[src/rtl/dvp_frame_tx.sv]
// DVP camera-port transmitter: turns an RGB565 pixel stream into
// vsync/href/8-bit data, two bytes per pixel with the high byte first.
// Owns frame and line timing and pulls pixels through a ready/valid handshake.
module dvp_frame_tx #(
  parameter int H_ACTIVE = 480,
  parameter int H_BLANK  = 64,
  parameter int V_ACTIVE = 272,
  parameter int VS_LINES = 2,
  parameter int V_BP     = 4,
  parameter int V_FP     = 2
) (
  input  logic        clk,
  input  logic        rst_n,
  input  logic        en,
  input  logic        pix_valid,
  input  logic [15:0] pix_data,
  output logic        pix_ready,
  output logic        dvp_vsync,
  output logic        dvp_href,
  output logic [7:0]  dvp_data,
  output logic        frame_start,
  output logic        underflow
);

  localparam int LINE_LEN    = H_BLANK + 2 * H_ACTIVE;
  localparam int FRAME_LINES = VS_LINES + V_BP + V_ACTIVE + V_FP;
  localparam int HW          = (LINE_LEN > 1) ? $clog2(LINE_LEN) : 1;
  localparam int VW          = (FRAME_LINES > 1) ? $clog2(FRAME_LINES) : 1;
  localparam int V_ACT_FIRST = VS_LINES + V_BP;
  localparam int V_ACT_END   = VS_LINES + V_BP + V_ACTIVE;

  localparam logic [HW-1:0] H_LAST = HW'(LINE_LEN - 1);
  localparam logic [HW-1:0] H_BL   = HW'(H_BLANK);
  localparam logic [VW-1:0] V_LAST = VW'(FRAME_LINES - 1);

  typedef enum logic {
    IDLE = 1'b0,
    RUN  = 1'b1
  } state_t;

  state_t        state_q, state_d;
  logic [HW-1:0] hcnt_q, hcnt_d;
  logic [VW-1:0] vcnt_q, vcnt_d;

  logic          vsync_q, vsync_d;
  logic          href_q, href_d;
  logic [7:0]    data_q, data_d;
  logic [7:0]    lo_q, lo_d;
  logic          fs_q, fs_d;
  logic          uf_q, uf_d;

  logic          run;
  logic [31:0]   vcnt_w;
  logic          vs_line;
  logic          act_line;
  logic          in_act_h;
  logic          even_slot;
  logic          byte_slot;

  // Decode the current (state, hcnt, vcnt) position into timing regions.
  always_comb begin
    run       = (state_q == RUN);
    vcnt_w    = 32'(vcnt_q);
    vs_line   = (vcnt_w < 32'(VS_LINES));
    act_line  = (vcnt_w >= 32'(V_ACT_FIRST)) && (vcnt_w < 32'(V_ACT_END));
    in_act_h  = (hcnt_q >= H_BL);
    // (hcnt - H_BLANK) is even exactly when the LSBs agree
    even_slot = (hcnt_q[0] == H_BL[0]);
    byte_slot = run && act_line && in_act_h;
    pix_ready = byte_slot && even_slot;
  end

  // Frame FSM next state: IDLE waits for en, RUN walks the raster and only
  // re-checks en at the very last clock of a frame so frames never truncate.
  always_comb begin
    state_d = state_q;
    hcnt_d  = hcnt_q;
    vcnt_d  = vcnt_q;
    case (state_q)
      IDLE: begin
        hcnt_d = '0;
        vcnt_d = '0;
        if (en) begin
          state_d = RUN;
        end
      end
      RUN: begin
        if (hcnt_q == H_LAST) begin
          hcnt_d = '0;
          if (vcnt_q == V_LAST) begin
            vcnt_d = '0;
            if (!en) begin
              state_d = IDLE;
            end
          end else begin
            vcnt_d = vcnt_q + 1'b1;
          end
        end else begin
          hcnt_d = hcnt_q + 1'b1;
        end
      end
      default: begin
        state_d = IDLE;
        hcnt_d  = '0;
        vcnt_d  = '0;
      end
    endcase
  end

  // Registered DVP outputs, one cycle behind the counter position.
  // The high byte goes out straight from the input; the low byte is parked
  // for the following clock. A missing pixel is sent as zeros so the byte
  // phase never slips.
  always_comb begin
    vsync_d = run && vs_line;
    href_d  = byte_slot;
    fs_d    = run && (hcnt_q == '0) && (vcnt_q == '0);
    lo_d    = lo_q;
    data_d  = 8'h00;
    uf_d    = uf_q;
    if (pix_ready) begin
      if (pix_valid) begin
        data_d = pix_data[15:8];
        lo_d   = pix_data[7:0];
      end else begin
        data_d = 8'h00;
        lo_d   = 8'h00;
        uf_d   = 1'b1;
      end
    end else if (byte_slot) begin
      data_d = lo_q;
    end
  end

  // FSM state and raster counters.
  always_ff @(posedge clk or negedge rst_n) begin
    if (!rst_n) begin
      state_q <= IDLE;
      hcnt_q  <= '0;
      vcnt_q  <= '0;
    end else begin
      state_q <= state_d;
      hcnt_q  <= hcnt_d;
      vcnt_q  <= vcnt_d;
    end
  end

  // Output and pixel-byte registers; all clear asynchronously on reset.
  always_ff @(posedge clk or negedge rst_n) begin
    if (!rst_n) begin
      vsync_q <= 1'b0;
      href_q  <= 1'b0;
      data_q  <= 8'h00;
      lo_q    <= 8'h00;
      fs_q    <= 1'b0;
      uf_q    <= 1'b0;
    end else begin
      vsync_q <= vsync_d;
      href_q  <= href_d;
      data_q  <= data_d;
      lo_q    <= lo_d;
      fs_q    <= fs_d;
      uf_q    <= uf_d;
    end
  end

  assign dvp_vsync   = vsync_q;
  assign dvp_href    = href_q;
  assign dvp_data    = data_q;
  assign frame_start = fs_q;
  assign underflow   = uf_q;

endmodule
[config.mk]
export PLATFORM = sky130hd
export DESIGN_NAME = dvp_frame_tx
export DESIGN_NICKNAME = d
export VERILOG_FILES = /design/src/rtl/dvp_frame_tx.sv
export SDC_FILE = /design/constraint.sdc
export NUM_CORES = 1
export LEC_CHECK = 0
export CORE_MARGIN = 3
export CORE_UTILIZATION = 35
export DETAILED_ROUTE_END_ITERATION = 10
export GPL_ROUTABILITY_DRIVEN = 0
export HOLD_SLACK_MARGIN = 0.1
export PLACE_DENSITY = 0.56
export SYNTH_ARGS = -nofsm -noshare
export SYNTH_HDL_FRONTEND = slang
export SYNTH_SLANG_ARGS = --single-unit
[constraint.sdc]
create_clock -name clk -period 1.78 [get_ports clk]
set_clock_uncertainty 0.1 [all_clocks]
set_input_delay 0.178 -clock clk [delete_from_list [all_inputs] [get_ports clk]]
set_output_delay 0.178 -clock clk [all_outputs]
set_load 0.005 [all_outputs]
==> results of run 1 <==
registers in the layout, summed over array words and instances, names as in the netlist, 8 cells and up:
register and cells:
lo_q 8, hcnt_q 10, dvp_data 8, vcnt_q 9
metrics by stage:
| step | TNS (ns) | worst slack, ns | cells |
|---|---|---|---|
| floorplan | 0 | 0.0144 | 196 |
| global placement | -0.0907 | -0.0907 | 324 |
| detailed placement | -0.0649 | -0.0649 | 324 |
| CTS | -0.0105 | -0.0105 | 333 |
| global route | -0.0815 | -0.0543 | 334 |
| finish | 0 | 0.0274 | 334 |
how the worst min path moves through the flow:
stage | startpoint | end | slack, ns
2_1_floorplan | rst_n | dvp_data[0]$_DFF_PN0_ | -0.22
3_3_place_gp | rst_n | run$_DFF_PN0_ | 0.08
3_5_place_dp | rst_n | run$_DFF_PN0_ | 0.08
4_1_cts | rst_n | vcnt_q[2]$_DFFE_PN0P_ | 0.29
5_1_grt | rst_n | dvp_data[1]$_DFF_PN0_ | 0.34
6_report | rst_n | vcnt_q[2]$_DFFE_PN0P_ | 0.28
metal layers:
layer	up-vias	GRT usage, %
li1	815	-
met1	792	22.5
met2	34	20.8
met3	6	3.81
met4	0	6.42
met5	-	0
Yosys cell counts, types with 3 or more instances:
library cell and count:
nand2b_1 3, and4_1 3, o21ai_0 4, a21oi_1 11, dfrtp_1 40, mux2i_1 8
nor2_1 18, nand3_1 10, nand2_1 21, inv_1 15, xor2_1 7, a22oi_1 8
nand4_1 4, clkbuf_1 5, and3_1 5, or4_1 3, ha_1 4
power by group through the flow:
stage,logic (uW),registers [uW],clock network (uW)
after global placement,93.4,941,0
after floorplan,22.9,941,0
final,93.3,923,795
after CTS,96.1,923,812
after detailed placement,94.1,941,0
after global routing,104,924,849
worst register-to-register path: stages, from the launching register on:
cell     delay, ns
dfrtp_1       0.41
buf_4         0.15
and3_1        0.17
nand3_1       0.15
or4_4         0.52
a21oi_2       0.12
layout by cell type (no fill, tap or decap), drive strengths merged, types with 3 or more instances in the layout:
cell,instances
nand2b,3
buf,38
clkdlybuf4s50,30
nand3,11
inv,15
nand4,4
and4,3
and3,5
a22oi,8
dfrtp,40
nand2,21
o21ai,4
xor2,7
or4,3
clkbuf,6
a21oi,11
ha,4
nor2,18
mux2i,8
logic make-up (layout without fill, tap and decap cells):
kind of cell | count (synthesis) | in the layout | synth area share [%]
compound gates | 33 | 33 | 11.1
xor+xnor | 8 | 8 | 3.64
fa+ha+maj | 4 | 4 | 2.60
buf+inv | 24 | 92 | 5.01
flops | 40 | 40 | 52.0
mux | 8 | 8 | 4.16
simple gates | 79 | 79 | 21.4
cell type report:
cell class                      instances  area (um2)
Multi-Input combinational cell        132         897
Clock inverter                          2        38.8
Timing Repair Buffer                   69         591
Clock buffer                            6        82.6
Sequential cell                        40        1000
Fill cell                             490        2450
Inverter                               15        56.3
Tap cell                               70        87.6
timing repair:
action | 4_1_cts | 5_1_grt
endpoints found under the setup margin | 2 | 7
hold buffers | 1 | 0
hold endpoints to repair | 19 | 0
pin swaps | 2 | 3
gates resized for setup | 10 | 10
buffers inserted | 0 | 1
==> impl_metrics.sql, run 1 <==
INSERT INTO impl_metrics (metric_group, metric, value, unit) VALUES
('finish', 'final_net_count', '287', ''),
('power', 'internal_power', '1430', 'uW'),
('routing', 'maxUsedRoutingLayer', 'met4', ''),
('die', 'start_util', '36.9', '%'),
('finish', 'layout-drive-gt1-share', '22.3', '%'),
('worst_hold_path', 'timing.hold.worst.class', 'primary input to asynchronous set/reset pin', ''),
('placement', 'io_buffers', '32', ''),
('clock_network', 'cts_buffer_count', '5', ''),
('worst_setup_path', 'r2r_setup_slack', '0.08', 'ns'),
('power', 'pwr-share-clk', '43.9', '%'),
('worst_setup_path', 'setup.worst_path.class', 'flop to output port', ''),
('die', 'fp.coreArea', '5200', 'um2'),
('timing', 'final.min_clock_period', '1.75', 'ns'),
('clock_network', 'tritoncts_clock_tree', 'done', ''),
('worst_setup_path', 'crit_family', 'compound AO/OA/AOI/OAI gates', ''),
('logic_synthesis', 'synth_cell_types', '38', ''),
('routing', 'drt_first_iter_violations', '69', ''),
('global_routing', 'antenna_found_initial', '0', ''),
('finish', 'layout-area-overhead-vs-synth', '43.3', '%'),
('finish', 'antenna_cells', '0', ''),
('timing', 'finalHoldViolCount', '0', ''),
('routing', 'dr_vias_cell', '4.93', ''),
('power', 'switchingPower', '378', 'uW'),
('worst_setup_path', 'timing.critical_path.buf_inv', '2', ''),
('logic_synthesis', 'synth.top_cell.area_share', '52.0', '%'),
('global_routing', 'grt_first_pass_wirelength', '7420', 'um'),
('timing', 'rsz_0062_raised_after_global_routing', 'yes', ''),
('worst_setup_path', 'cp-start-kind', 'flop', ''),
('worst_setup_path', 'path_max_fanout', '4', ''),
('clock_network', 'cts_root_buf', 'clkbuf_8', ''),
('logic_synthesis', 'avgSynthCellArea', '9.81', 'um2'),
('logic_synthesis', 'number_of_warnings_issued_by_yosys', '0', ''),
('die', 'die_x', '80.1', 'um'),
('logic_synthesis', 'netlist.top_cell.by_area', 'dfrtp_1', ''),
('power', 'share_seq_of_total_power', '51.0', '%'),
('clock_network', 'worstSkewPairLatency', '0.30', 'ns'),
('finish', 'post-route-util', '52.9', '%'),
('routing', 'wl', '4610', 'um'),
('routing', 'routedWlPerCell', '13.8', 'um'),
('status', 'result_of_the_run', 'finished, final reports clean', ''),
('timing', 'fin_hold_ws', '0.275', 'ns'),
('timing', 'drv_slew', '0', ''),
('logic_synthesis', 'synth_edf_count', '0', ''),
('global_routing', 'grt_pass1_vias', '1549', ''),
('finish', 'finalInstanceArea', '2760', 'um2'),
('logic_synthesis', 'syn-instance-count', '196', ''),
('worst_setup_path', 'critPathCapture', 'pix_ready', ''),
('worst_setup_path', 'cp_slowest_stage_delay', '0.42', 'ns'),
('logic_synthesis', 'syn-num-nets', '220', ''),
('logic_synthesis', 'synth_async_sr_flop_share', '100', '%'),
('global_routing', 'grt_overflow_total', '0', ''),
('timing', 'period_share', '98.5', '%'),
('routing', 'firstDrtPassIters', '4', ''),
('placement', 'standard_cell_area_after_detailed_placement', '2550', 'um2'),
('clock_network', 'path_clk_slew', '0.09', 'ns'),
('power', 'power.leakage', '0.00130', 'uW'),
('power', 'switching_share', '20.9', '%'),
('routing', 'met3_wire_length', '179', 'um'),
('logic_synthesis', 'syn-cell-area', '1920', 'um2'),
('routing', 'routed-via-count', '1647', ''),
('die', 'floorplan.rows', '26', ''),
('logic_synthesis', 'most_used_dff_post_synth', 'dfrtp_1', ''),
('routing', 'routedLengthMet1', '2220', 'um'),
('worst_setup_path', 'worst-endpoint-required', '1.50', 'ns'),
('run', 'drv.max_cap_violation_count', '0', ''),
('worst_setup_path', 'worstPathArrival', '1.47', 'ns'),
('timing', 'max_slew_headroom', '59.9', '%'),
('global_routing', 'grtUsageTotal', '15.2', '%'),
('worst_setup_path', 'critical_path_origin', 'vcnt_q[2]$_DFFE_PN0P_', ''),
('worst_setup_path', 'timing.rr.start', 'vcnt_q[2]$_DFFE_PN0P_', ''),
('clock_network', 'clock_sink_count', '40', '');
(Power assumes the default switching activity.)
==> run 2, diff against run 1 <==
--- a/config.mk
+++ b/config.mk
@@ -7,6 +7,7 @@
 export LEC_CHECK = 0
 export CORE_MARGIN = 3
 export CORE_UTILIZATION = 35
+export CTS_CLUSTER_DIAMETER = 200
 export DETAILED_ROUTE_END_ITERATION = 10
 export GPL_ROUTABILITY_DRIVEN = 0
 export HOLD_SLACK_MARGIN = 0.1
==> results of run 2 <==
Final layout, timing and power as in run 1 (identical DEF).
